===== src/rtl/spi_pkg.sv =====
`default_nettype none
// ============================================================================
// spi_pkg
// ----------------------------------------------------------------------------
// Shared types and constants for the SPI master arbiter: the controller state
// encoding, the default transfer width and the mode-0 clock-level constants.
// Revision: 1.0
// ============================================================================
package spi_pkg;

  // Controller states; explicit width keeps the encoding stable across tools.
  typedef enum logic [2:0] {
    ST_IDLE  = 3'd0,
    ST_SETUP = 3'd1,
    ST_XFER  = 3'd2,
    ST_HOLD  = 3'd3,
    ST_GAP   = 3'd4
  } state_t;

  localparam int SPI_DATA_W = 8;

  // Mode 0: SCLK idles low, data is sampled on the rising (active) edge and
  // launched on the falling edge.
  localparam logic SCLK_IDLE   = 1'b0;
  localparam logic SCLK_ACTIVE = 1'b1;

endpackage

`default_nettype wire


===== src/rtl/spi_master_arbiter_rr.sv =====
`default_nettype none
// ============================================================================
// rr_arbiter
// ----------------------------------------------------------------------------
// Purely combinational round-robin selector. Picks the first asserted request
// at or after the pointer position, wrapping around the request vector.
// Ports:
//   req   - request vector
//   ptr   - highest-priority requester index (kept by the caller)
//   gnt   - one-hot winner (all zero when no request)
//   idx   - binary index of the winner
//   valid - at least one request is asserted
// Revision: 1.0
// ============================================================================
module rr_arbiter #(
  parameter  int NUM_REQ = 2,
  localparam int IDX_W   = (NUM_REQ > 1) ? $clog2(NUM_REQ) : 1
) (
  input  logic [NUM_REQ-1:0] req,
  input  logic [IDX_W-1:0]   ptr,
  output logic [NUM_REQ-1:0] gnt,
  output logic [IDX_W-1:0]   idx,
  output logic               valid
);

  logic [NUM_REQ-1:0] rot;
  int                 win;

  always_comb begin
    // Rotating the doubled vector puts the pointer position at bit 0, so a
    // plain lowest-set-bit search gives round-robin order.
    rot   = NUM_REQ'({req, req} >> ptr);
    valid = 1'b0;
    win   = 0;
    for (int k = 0; k < NUM_REQ; k++) begin
      if (!valid && rot[k]) begin
        valid = 1'b1;
        win   = int'(ptr) + k;
      end
    end
    if (win >= NUM_REQ) win = win - NUM_REQ;
    gnt = '0;
    for (int j = 0; j < NUM_REQ; j++) gnt[j] = valid && (win == j);
    idx = IDX_W'(win);
  end

endmodule

`default_nettype wire


===== src/rtl/spi_master_arbiter.sv =====
`default_nettype none
// ============================================================================
// spi_master_arbiter
// ----------------------------------------------------------------------------
// Mode-0 SPI master shared by NUM_REQ requesters with round-robin arbitration.
// Each grant performs one DATA_W-bit full-duplex transfer, MSB first, on the
// requested chip select and returns the received word.
// Ports:
//   clk, rst_n  - system clock, asynchronous active-low reset
//   req         - level request per requester, held until done
//   req_cs_sel  - packed chip-select index per requester
//   req_data    - packed transmit word per requester
//   gnt         - one-hot pulse when a request is captured
//   done        - one-hot pulse when that transfer completes
//   rx_data     - received word, valid from done until the next done
//   busy        - controller is not idle
//   sclk, cs_n, mosi, miso - SPI bus
// Revision: 1.0
// ============================================================================
module spi_master_arbiter
  import spi_pkg::*;
#(
  parameter  int NUM_REQ = 2,
  parameter  int NUM_CS  = 2,
  parameter  int CLK_DIV = 4,
  parameter  int DATA_W  = SPI_DATA_W,
  localparam int CS_W    = (NUM_CS > 1) ? $clog2(NUM_CS) : 1
) (
  input  logic                      clk,
  input  logic                      rst_n,
  input  logic [NUM_REQ-1:0]        req,
  input  logic [NUM_REQ*CS_W-1:0]   req_cs_sel,
  input  logic [NUM_REQ*DATA_W-1:0] req_data,
  output logic [NUM_REQ-1:0]        gnt,
  output logic [NUM_REQ-1:0]        done,
  output logic [DATA_W-1:0]         rx_data,
  output logic                      busy,
  output logic                      sclk,
  output logic [NUM_CS-1:0]         cs_n,
  output logic                      mosi,
  input  logic                      miso
);

  localparam int IDX_W = (NUM_REQ > 1) ? $clog2(NUM_REQ) : 1;
  localparam int DIV_W = $clog2(CLK_DIV);
  localparam int BIT_W = (DATA_W > 1) ? $clog2(DATA_W) : 1;

  state_t             state;
  logic [DIV_W-1:0]   div;
  logic [BIT_W-1:0]   bit_cnt;
  logic [DATA_W-2:0]  tx_rest;   // bits still to send after the one on mosi
  logic [DATA_W-1:0]  rx_shift;
  logic [IDX_W-1:0]   owner;
  logic [IDX_W-1:0]   ptr;

  logic [NUM_REQ-1:0] arb_gnt;
  logic [IDX_W-1:0]   arb_idx;
  logic               arb_valid;
  logic [DATA_W-1:0]  pick_data;
  logic [NUM_CS-1:0]  pick_cs_n;
  logic               div_last;

  rr_arbiter #(.NUM_REQ(NUM_REQ)) u_arb (
    .req   (req),
    .ptr   (ptr),
    .gnt   (arb_gnt),
    .idx   (arb_idx),
    .valid (arb_valid)
  );

  // Winner's transmit word and chip-select pattern; an out-of-range index
  // leaves every select high.
  always_comb begin
    pick_data = '0;
    pick_cs_n = '1;
    for (int r = 0; r < NUM_REQ; r++) begin
      if (arb_gnt[r]) begin
        pick_data = req_data[r*DATA_W +: DATA_W];
        for (int c = 0; c < NUM_CS; c++) begin
          if (int'(req_cs_sel[r*CS_W +: CS_W]) == c) pick_cs_n[c] = 1'b0;
        end
      end
    end
  end

  assign div_last = (div == DIV_W'(CLK_DIV - 1));

  always_ff @(posedge clk or negedge rst_n) begin
    if (!rst_n) begin
      state    <= ST_IDLE;
      div      <= '0;
      bit_cnt  <= '0;
      tx_rest  <= '0;
      rx_shift <= '0;
      owner    <= '0;
      ptr      <= '0;
      gnt      <= '0;
      done     <= '0;
      rx_data  <= '0;
      busy     <= 1'b0;
      sclk     <= SCLK_IDLE;
      cs_n     <= '1;
      mosi     <= 1'b0;
    end else begin
      gnt  <= '0;
      done <= '0;
      div  <= (state == ST_IDLE || div_last) ? '0 : div + 1'b1;

      case (state)
        ST_IDLE: begin
          if (arb_valid) begin
            gnt     <= arb_gnt;
            owner   <= arb_idx;
            ptr     <= (int'(arb_idx) == NUM_REQ - 1) ? '0 : arb_idx + 1'b1;
            mosi    <= pick_data[DATA_W-1];
            tx_rest <= pick_data[DATA_W-2:0];
            cs_n    <= pick_cs_n;
            busy    <= 1'b1;
            state   <= ST_SETUP;
          end
        end

        ST_SETUP: begin
          if (div_last) begin
            bit_cnt <= '0;
            state   <= ST_XFER;
          end
        end

        ST_XFER: begin
          if (div_last) begin
            if (sclk == SCLK_IDLE) begin
              sclk     <= SCLK_ACTIVE;
              rx_shift <= {rx_shift[DATA_W-2:0], miso};
            end else begin
              sclk <= SCLK_IDLE;
              if (bit_cnt == BIT_W'(DATA_W - 1)) begin
                state <= ST_HOLD;
              end else begin
                bit_cnt <= bit_cnt + 1'b1;
                mosi    <= tx_rest[DATA_W-2];
                tx_rest <= tx_rest << 1;
              end
            end
          end
        end

        ST_HOLD: begin
          if (div_last) begin
            rx_data <= rx_shift;
            done    <= NUM_REQ'(1) << owner;
            cs_n    <= '1;
            state   <= ST_GAP;
          end
        end

        ST_GAP: begin
          if (div_last) begin
            busy  <= 1'b0;
            mosi  <= 1'b0;
            state <= ST_IDLE;
          end
        end

        default: state <= ST_IDLE;
      endcase
    end
  end

endmodule

`default_nettype wire


===== config.mk =====
export PLATFORM = sky130hd
export DESIGN_NAME = spi_master_arbiter
export DESIGN_NICKNAME = d
export VERILOG_FILES = /design/src/rtl/spi_pkg.sv /design/src/rtl/spi_master_arbiter_rr.sv /design/src/rtl/spi_master_arbiter.sv
export SDC_FILE = /design/constraint.sdc
export NUM_CORES = 1
export LEC_CHECK = 0
export ABC_AREA = 1
export CAP_MARGIN = 0
export CORE_ASPECT_RATIO = 1.5
export CORE_MARGIN = 2
export CORE_UTILIZATION = 29
export CTS_CLUSTER_DIAMETER = 30
export DETAILED_ROUTE_END_ITERATION = 6
export PLACE_DENSITY = 0.47
export SYNTH_ARGS = -nofsm -noshare
export SYNTH_HDL_FRONTEND = slang
export SYNTH_SLANG_ARGS = --single-unit

===== constraint.sdc =====
create_clock -name clk -period 1.8 [get_ports clk]
set_input_delay 0.27 -clock clk [delete_from_list [all_inputs] [get_ports clk]]
set_output_delay 0.27 -clock clk [all_outputs]
set_load 0.02 [all_outputs]

==> results.json, run 1 <==
{
  "cp_max_fo": 2,
  "track_usage_pct": 13.3,
  "wl_mm": 4.67,
  "core_um2": 6850,
  "period_share_pct": 94.3,
  "die_area_um2": 7810,
  "fillCellCount": 732,
  "syn_nets": 266,
  "clock_path_buffers": 2,
  "pwr-share-clk_pct": 35.2,
  "grt_pass1_vias": 1625,
  "syn_avg_cell_area_um2": 8.58,
  "critPathMaxStageDelay_ns": 0.60,
  "cp_data_required_time_ns": 1.53,
  "setup_violations": 0,
  "rsz0062_at_grt": "no",
  "ir_drop_uv": 434,
  "pre_cts_ws_ns": 0.179,
  "cts_resized": 0,
  "route.detailed.drc": 0,
  "drv_cap": 0,
  "clk_pin_slew_worst_paths_ns": 0.09,
  "final_antenna_net_count": 0,
  "status": "finished, final reports clean",
  "leakage_nw": 1.30,
  "worstMarginPinSlew_ns": 0.588,
  "start_kind": "flop",
  "yosys.area.top_type_share_pct": 48.6,
  "crit_type": "flop to output port",
  "num_rows": 37,
  "synth_ff_type": "dfrtp_1",
  "crit_family": "buffers and inverters",
  "yosys.area.top_type": "dfrtp_1",
  "stdcell_count": 366,
  "post-place-cells": 357,
  "fin_crit_ns": 1.70,
  "synth_area_um2": 2060,
  "setup_tns_ns": 0,
  "io_buffers": 39,
  "clk_latency_ns": 0.30,
  "skew_ns": 0.00975,
  "fmax_mhz": 589,
  "grt_pass1_wl_mm": 7.90,
  "cp_slowest_cell": "clkdlybuf4s50_1",
  "synth_common_cells": "nand2_1 (76), dfrtp_1 (40), nand3_1 (30)",
  "num_vias": 1640,
  "arrival_ns": 1.43,
  "yosysWarnings": 0,
  "ys_seq_area_share_pct": 51.2,
  "syn2layout_area_growth_pct": 28.1,
  "whs_ns": 0.436,
  "cts_tree": "done",
  "synth_most_common_cell": "nand2_1",
  "r2r_cells": 8,
  "clockRootBuffer": "clkbuf_8",
  "clkSinkCount": 42,
  "cp_cell_sequence": "clkdlybuf4s50_1",
  "htreeDepth": 2,
  "start_util_pct": 30.1,
  "synth-edff-count": 0,
  "swShare_pct": 24.1,
  "drive_gt1_share_pct": 14.9,
  "synth_seq_cells": 42,
  "cts_buffers": 5,
  "p_int_mw": 1.31,
  "die_height_um": 107,
  "die_w_um": 72.8,
  "wire_per_inst_um": 12.8,
  "seq_area_um2": 1050,
  "max-slew-margin-rel_pct": 60.8,
  "slew_viol_final": 0,
  "hold_viol_final": 0,
  "netlist_instances": 240,
  "min_to": "div[0]",
  "diodes": 0,
  "r2r_end": "tx_rest[4]",
  "drt_iter0_drc": 40,
  "combPwrFrac_pct": 8.6,
  "top_level_ports": 40,
  "synth_area_leaders": "dfrtp_1 (49%), nand2_1 (14%), nand3_1 (7.3%)",
  "vias_per_cell": 4.48,
  "grt_max_degree": 27,
  "rrSetupSlack_ns": 0.21,
  "setup_ws_ns": 0.103,
  "power-per-cell-area_nw_per_um2": 654,
  "nets": 313,
  "grt_overflow_total": 0,
  "share_seq_of_total_power_pct": 56.2,
  "r2r_start": "bit_cnt[0]",
  "cp.buffers_inverters": 1,
  "synth-async-reset-ratio_pct": 100,
  "min-delay-start": "div[0]",
  "yosysUniqueCellTypes": 26,
  "multi_input_area_um2": 856,
  "grt_antenna_before_repair": 0,
  "end_kind": "output port",
  "hp-class": "flop to flop",
  "drt_pass1_iterations": 4,
  "hold_depth": 1,
  "dp_hpwl_mm": 3.52,
  "p_switching_mw": 0.416,
  "postCtsSetupBuffers": 0,
  "finalPower_mw": 1.73,
  "gp_congestion": 0.715
}
-- stage by stage --
step / area (um2) / util (%)
after floorplan: 2060 / -
after global placement: 2540 / 37.0
after detailed placement: 2540 / 37.0
after CTS: 2640 / 38.5
after global routing: 2640 / 38.5
final: 2640 / 38.5
-- metal layers --
metal	vias to the layer above	global-route usage, %	part of all wire [%]
li1	853	-	-
met1	744	15.6	43
met2	39	23.3	51
met3	4	3.20	3.8
met4	0	4.37	1.3
met5	-	0	0
-- layout by cell type (no fill, tap or decap) --
master            n
a21oi_2           3
buf_2             1
buf_4             6
clkbuf_8          5
clkdlybuf4s50_1  38
clkinv_2          1
clkinv_4          1
clkinvlp_4        1
dfrtp_1          40
dfstp_2           2
dlygate4sd3_1     1
ha_1              3
inv_1            24
inv_2             1
inv_4             1
mux2_2            1
nand2_1          76
nand2_4           1
nand3_1          30
nand3_4           1
nand3b_1          1
nand4_1           1
nand4_2           1
nor2_1           16
nor2_4            3
nor4_4            1
o21ai_0          14
o21ai_2           7
o22ai_1           1
or2_2             6
-- power by group through the flow --
stage	registers, mW	clock network, mW	logic [mW]
2_1_floorplan	0.992	0	0.0496
3_3_place_gp	0.989	0	0.148
3_5_place_dp	0.989	0	0.148
4_1_cts	0.970	0.634	0.152
5_1_grt	0.973	0.673	0.166
6_report	0.970	0.608	0.148
-- worst max path at each step --
stage	startpoint	end	slack (ns)	cells past startpoint
after floorplan	bit_cnt[0]	tx_rest[6]	0.35	8
after global placement	bit_cnt[0]	tx_rest[2]	0.21	8
after detailed placement	req[1]	tx_rest[2]	0.18	8
after CTS	cs_n[1]	cs_n[1]	0.09	1
after global routing	bit_cnt[0]	tx_rest[1]	0.02	8
final	cs_n[1]	cs_n[1]	0.10	1
-- layout make-up --
class,instances,area share (%)
Timing Repair Buffer,46,16.7
Inverter,26,3.80
Clock inverter,3,0.806
Multi-Input combinational cell,166,32.4
Clock buffer,5,2.61
Tap cell,78,3.70
Sequential cell,42,39.9
-- kinds of logic after synthesis --
family,count (synthesis),synth area share (%)
and+or+nand+nor,137,31.2
DFF,42,51.2
buffers and inverters,32,7.29
AOI/OAI and AO/OA,25,7.96
adders and majority gates,3,1.82
muxes,1,0.547
-- repair_timing --
action                     CTS  global route
hold endpoints to repair     5             0
hold buffers                 1             0
setup endpoints to repair    0             0
-- registers in the layout, summed over array words and instances, names as in the netlist, 3 cells and up --
| name | count |
|---|---|
| rx_data | 8 |
| tx_rest | 7 |
| rx_shift | 8 |
| state | 3 |
| bit_cnt | 3 |
-- worst register-to-register path: stages, from the launching register on --
cell	delay [ns]
dfrtp_1	0.40
ha_1	0.21
ha_1	0.25
nand3_1	0.13
nand2_1	0.09
nor2_4	0.19
inv_2	0.10
nand2_1	0.07
nand2_1	0.05
Power figures use the tool's default switching activity.
==> run 2, diff against run 1 <==
ABC_AREA = default   (was 1)
REMOVE_ABC_BUFFERS = 1   (was default)
clock period = 1.95 ns   (was 1.8 ns; I/O delays follow)
==> run 2 against run 1 <==
Core utilization grew 2.0 points. Final cell count shrank 23%. Combinational power grew to 7.6 times the previous value. Clock-buffer cell count grew 1. Critical path type is now flop to flop. Hold slack gained 0.0019 ns. Design area shrank 4.5%.
==> results.json, run 2 <==
{
  "core_um2": 6220,
  "grt_pass1_vias": 1470,
  "clkSinkCount": 42,
  "end_kind": "flop",
  "worstMarginPinSlew_ns": 0.613,
  "synth_area_leaders": "dfrtp_1 (53%), mux2_2 (9.6%), nand2_1 (4.0%)",
  "cp_max_fo": 14,
  "die_w_um": 69.7,
  "power-per-cell-area_nw_per_um2": 1230,
  "drive_gt1_share_pct": 19.1,
  "combPwrFrac_pct": 35.9,
  "ir_drop_uv": 747,
  "synth_ff_type": "dfrtp_1",
  "netlist_instances": 159,
  "p_int_mw": 2.07,
  "num_rows": 35,
  "grt_max_degree": 23,
  "synth-async-reset-ratio_pct": 100,
  "hold_depth": 1,
  "max-slew-margin-rel_pct": 59.1,
  "wire_per_inst_um": 14.7,
  "fin_crit_ns": 1.77,
  "synth_mux_area_share_pct": 11.7,
  "swShare_pct": 33.6,
  "hp-class": "flop to flop",
  "post-place-cells": 273,
  "pwr-share-clk_pct": 21.8,
  "syn_avg_cell_area_um2": 11.8,
  "clockRootBuffer": "clkbuf_8",
  "final_cell_mix": "dfrtp_1 (40), clkdlybuf4s50_1 (38), nand2_1 (20)",
  "fillCellCount": 612,
  "synth-edff-count": 0,
  "status": "finished, final reports clean",
  "final_common_cell": "dfrtp_1",
  "ys_seq_area_share_pct": 56.1,
  "crit_type": "flop to flop",
  "nets": 234,
  "yosysUniqueCellTypes": 36,
  "gp_congestion": 0.837,
  "io_buffers": 39,
  "final_antenna_net_count": 0,
  "dp_hpwl_mm": 3.13,
  "period_share_pct": 90.8,
  "drt_pass1_iterations": 4,
  "start_util_pct": 30.2,
  "fmax_mhz": 565,
  "slew_viol_final": 0,
  "synth_top_family_by_area": "simple AND/OR/NAND/NOR gates",
  "synth_area_um2": 1880,
  "start_kind": "flop",
  "diodes": 0,
  "die_height_um": 103,
  "yosysWarnings": 0,
  "synth_common_cells": "dfrtp_1 (40), nand2_1 (20), mux2_2 (16)",
  "p_switching_mw": 1.04,
  "drv_cap": 0,
  "wl_mm": 4.17,
  "grt_antenna_before_repair": 0,
  "synth_xor_xnor_area_share_pct": 0.933,
  "top_level_ports": 40,
  "synth_compound_area_share_pct": 11.0,
  "cp_data_required_time_ns": 2.14,
  "route.detailed.drc": 0,
  "vias_per_cell": 4.89,
  "synth_most_common_cell": "dfrtp_1",
  "htreeDepth": 2,
  "arrival_ns": 1.96,
  "clk_pin_slew_worst_paths_ns": 0.08,
  "grt_pass1_wl_mm": 7.03,
  "drt_iter0_drc": 68,
  "track_usage_pct": 12.4,
  "share_seq_of_total_power_pct": 42.3,
  "yosys.area.top_type_share_pct": 53.3,
  "rsz0062_at_grt": "no",
  "synth_seq_cells": 42,
  "grt_overflow_total": 0,
  "setup_tns_ns": 0,
  "num_vias": 1383,
  "cts_buffers": 5,
  "syn2layout_area_growth_pct": 34.3,
  "yosys.area.top_type": "dfrtp_1",
  "stdcell_count": 283,
  "cts_tree": "done",
  "clock_path_buffers": 2,
  "skew_ns": 0.00659,
  "synth_fa_ha_area_share_pct": 2.00,
  "leakage_nw": 1.13,
  "synth-simple-area-share_pct": 15.7,
  "clk_latency_ns": 0.29,
  "hold_viol_final": 0,
  "die_area_um2": 7140,
  "reg_top3": "rx_data (8), rx_shift (8), tx_rest (7)",
  "r2r_cells": 6,
  "setup_violations": 0
}
run 2: changes by cell type after synthesis, moves of 8 or more:
cell / delta
o21ai_0: -8
nand2_1: -56
mux2_2: +15
nand3_1: -29
inv_1: -23
nor2_1: -8
nor2b_1: +8
run 2: critical path, stage by stage (launching register included):
cell and delay [ns]:
dfrtp_1 0.41, ha_1 0.21, ha_1 0.21, and4b_1 0.32
o21ai_2 0.07, buf_4 0.19, o31ai_1 0.27
run 2: final cells by class:
cell class              count  area [um2]  area share, %
clock buffers               6        72.6           2.88
clock inverters             2        37.5           1.49
inverters                   1        3.75          0.149
multi-input cells         108         777           30.8
flip-flops and latches     42        1050           41.8
well taps                  74        92.6           3.67
repair buffers             50         483           19.2
run 2: power by group through the flow:
stage | Clock [mW] | Sequential, mW | Combinational, mW
3_5_place_dp | 0 | 1.34 | 1.12
2_1_floorplan | 0 | 1.41 | 0.558
4_1_cts | 0.708 | 1.32 | 1.13
6_report | 0.678 | 1.32 | 1.12
3_3_place_gp | 0 | 1.33 | 1.10
5_1_grt | 0.738 | 1.35 | 1.25
run 2: logic make-up (layout without fill, tap and decap cells):
group	after synthesis	count (layout)
AOI/OAI and AO/OA	28	28
buffers and inverters	9	59
xor gates and xnor gates	2	2
and+or+nand+nor	55	55
DFF	42	42
adders and majority gates	3	3
muxes	20	20
run 2: layer usage:
| metal | vias up | part of all wire, % | wire length, um | track usage (%) |
|---|---|---|---|---|
| met3 | 5 | 5.1 | 212 | 3.13 |
| met4 | 0 | 1.4 | 58 | 4.44 |
| met1 | 681 | 44 | 1810 | 14.3 |
| met2 | 36 | 50 | 2080 | 22.5 |
| met5 | - | 0 | 0 | 0 |
| li1 | 661 | - | - | - |
run 2: through the flow:
step / setup WS (ns) / cell area [um2] / power, mW / hold slack (ns) / util, %
after global routing: 0.0412 / 2520 / 3.34 / 0.455 / 40.5
after detailed placement: -0.0178 / 2390 / 2.46 / 0.309 / 38.5
after global placement: 0.137 / 2390 / 2.43 / 0.295 / 38.5
after CTS: 0.0951 / 2510 / 3.16 / 0.444 / 40.4
after floorplan: 0.321 / 1830 / 1.97 / -0.00309 / -
final: 0.180 / 2520 / 3.11 / 0.437 / 40.5
run 2: timing repair:
action                                  in CTS  in global routing
hold buffers                                 1                  0
resized for setup                            0                  0
hold endpoints to repair                    21                  0
setup buffers                                0                  1
endpoints found under the setup margin       0                  2
run 2: path summary, 6_finish.rpt:
| check | start | endpoint | slack, ns |
|---|---|---|---|
| setup / recovery | bit_cnt[0] | tx_rest[4] | 0.18 |
| hold / removal | div[0] | div[0] | 0.44 |
| setup reg to reg | bit_cnt[0] | tx_rest[4] | 0.18 |
| hold reg to reg | div[0] | div[0] | 0.44 |
| max in group asynchronous | rst_n | cs_n[1] | 0.87 |
| min in group asynchronous | rst_n | bit_cnt[2] | 0.51 |
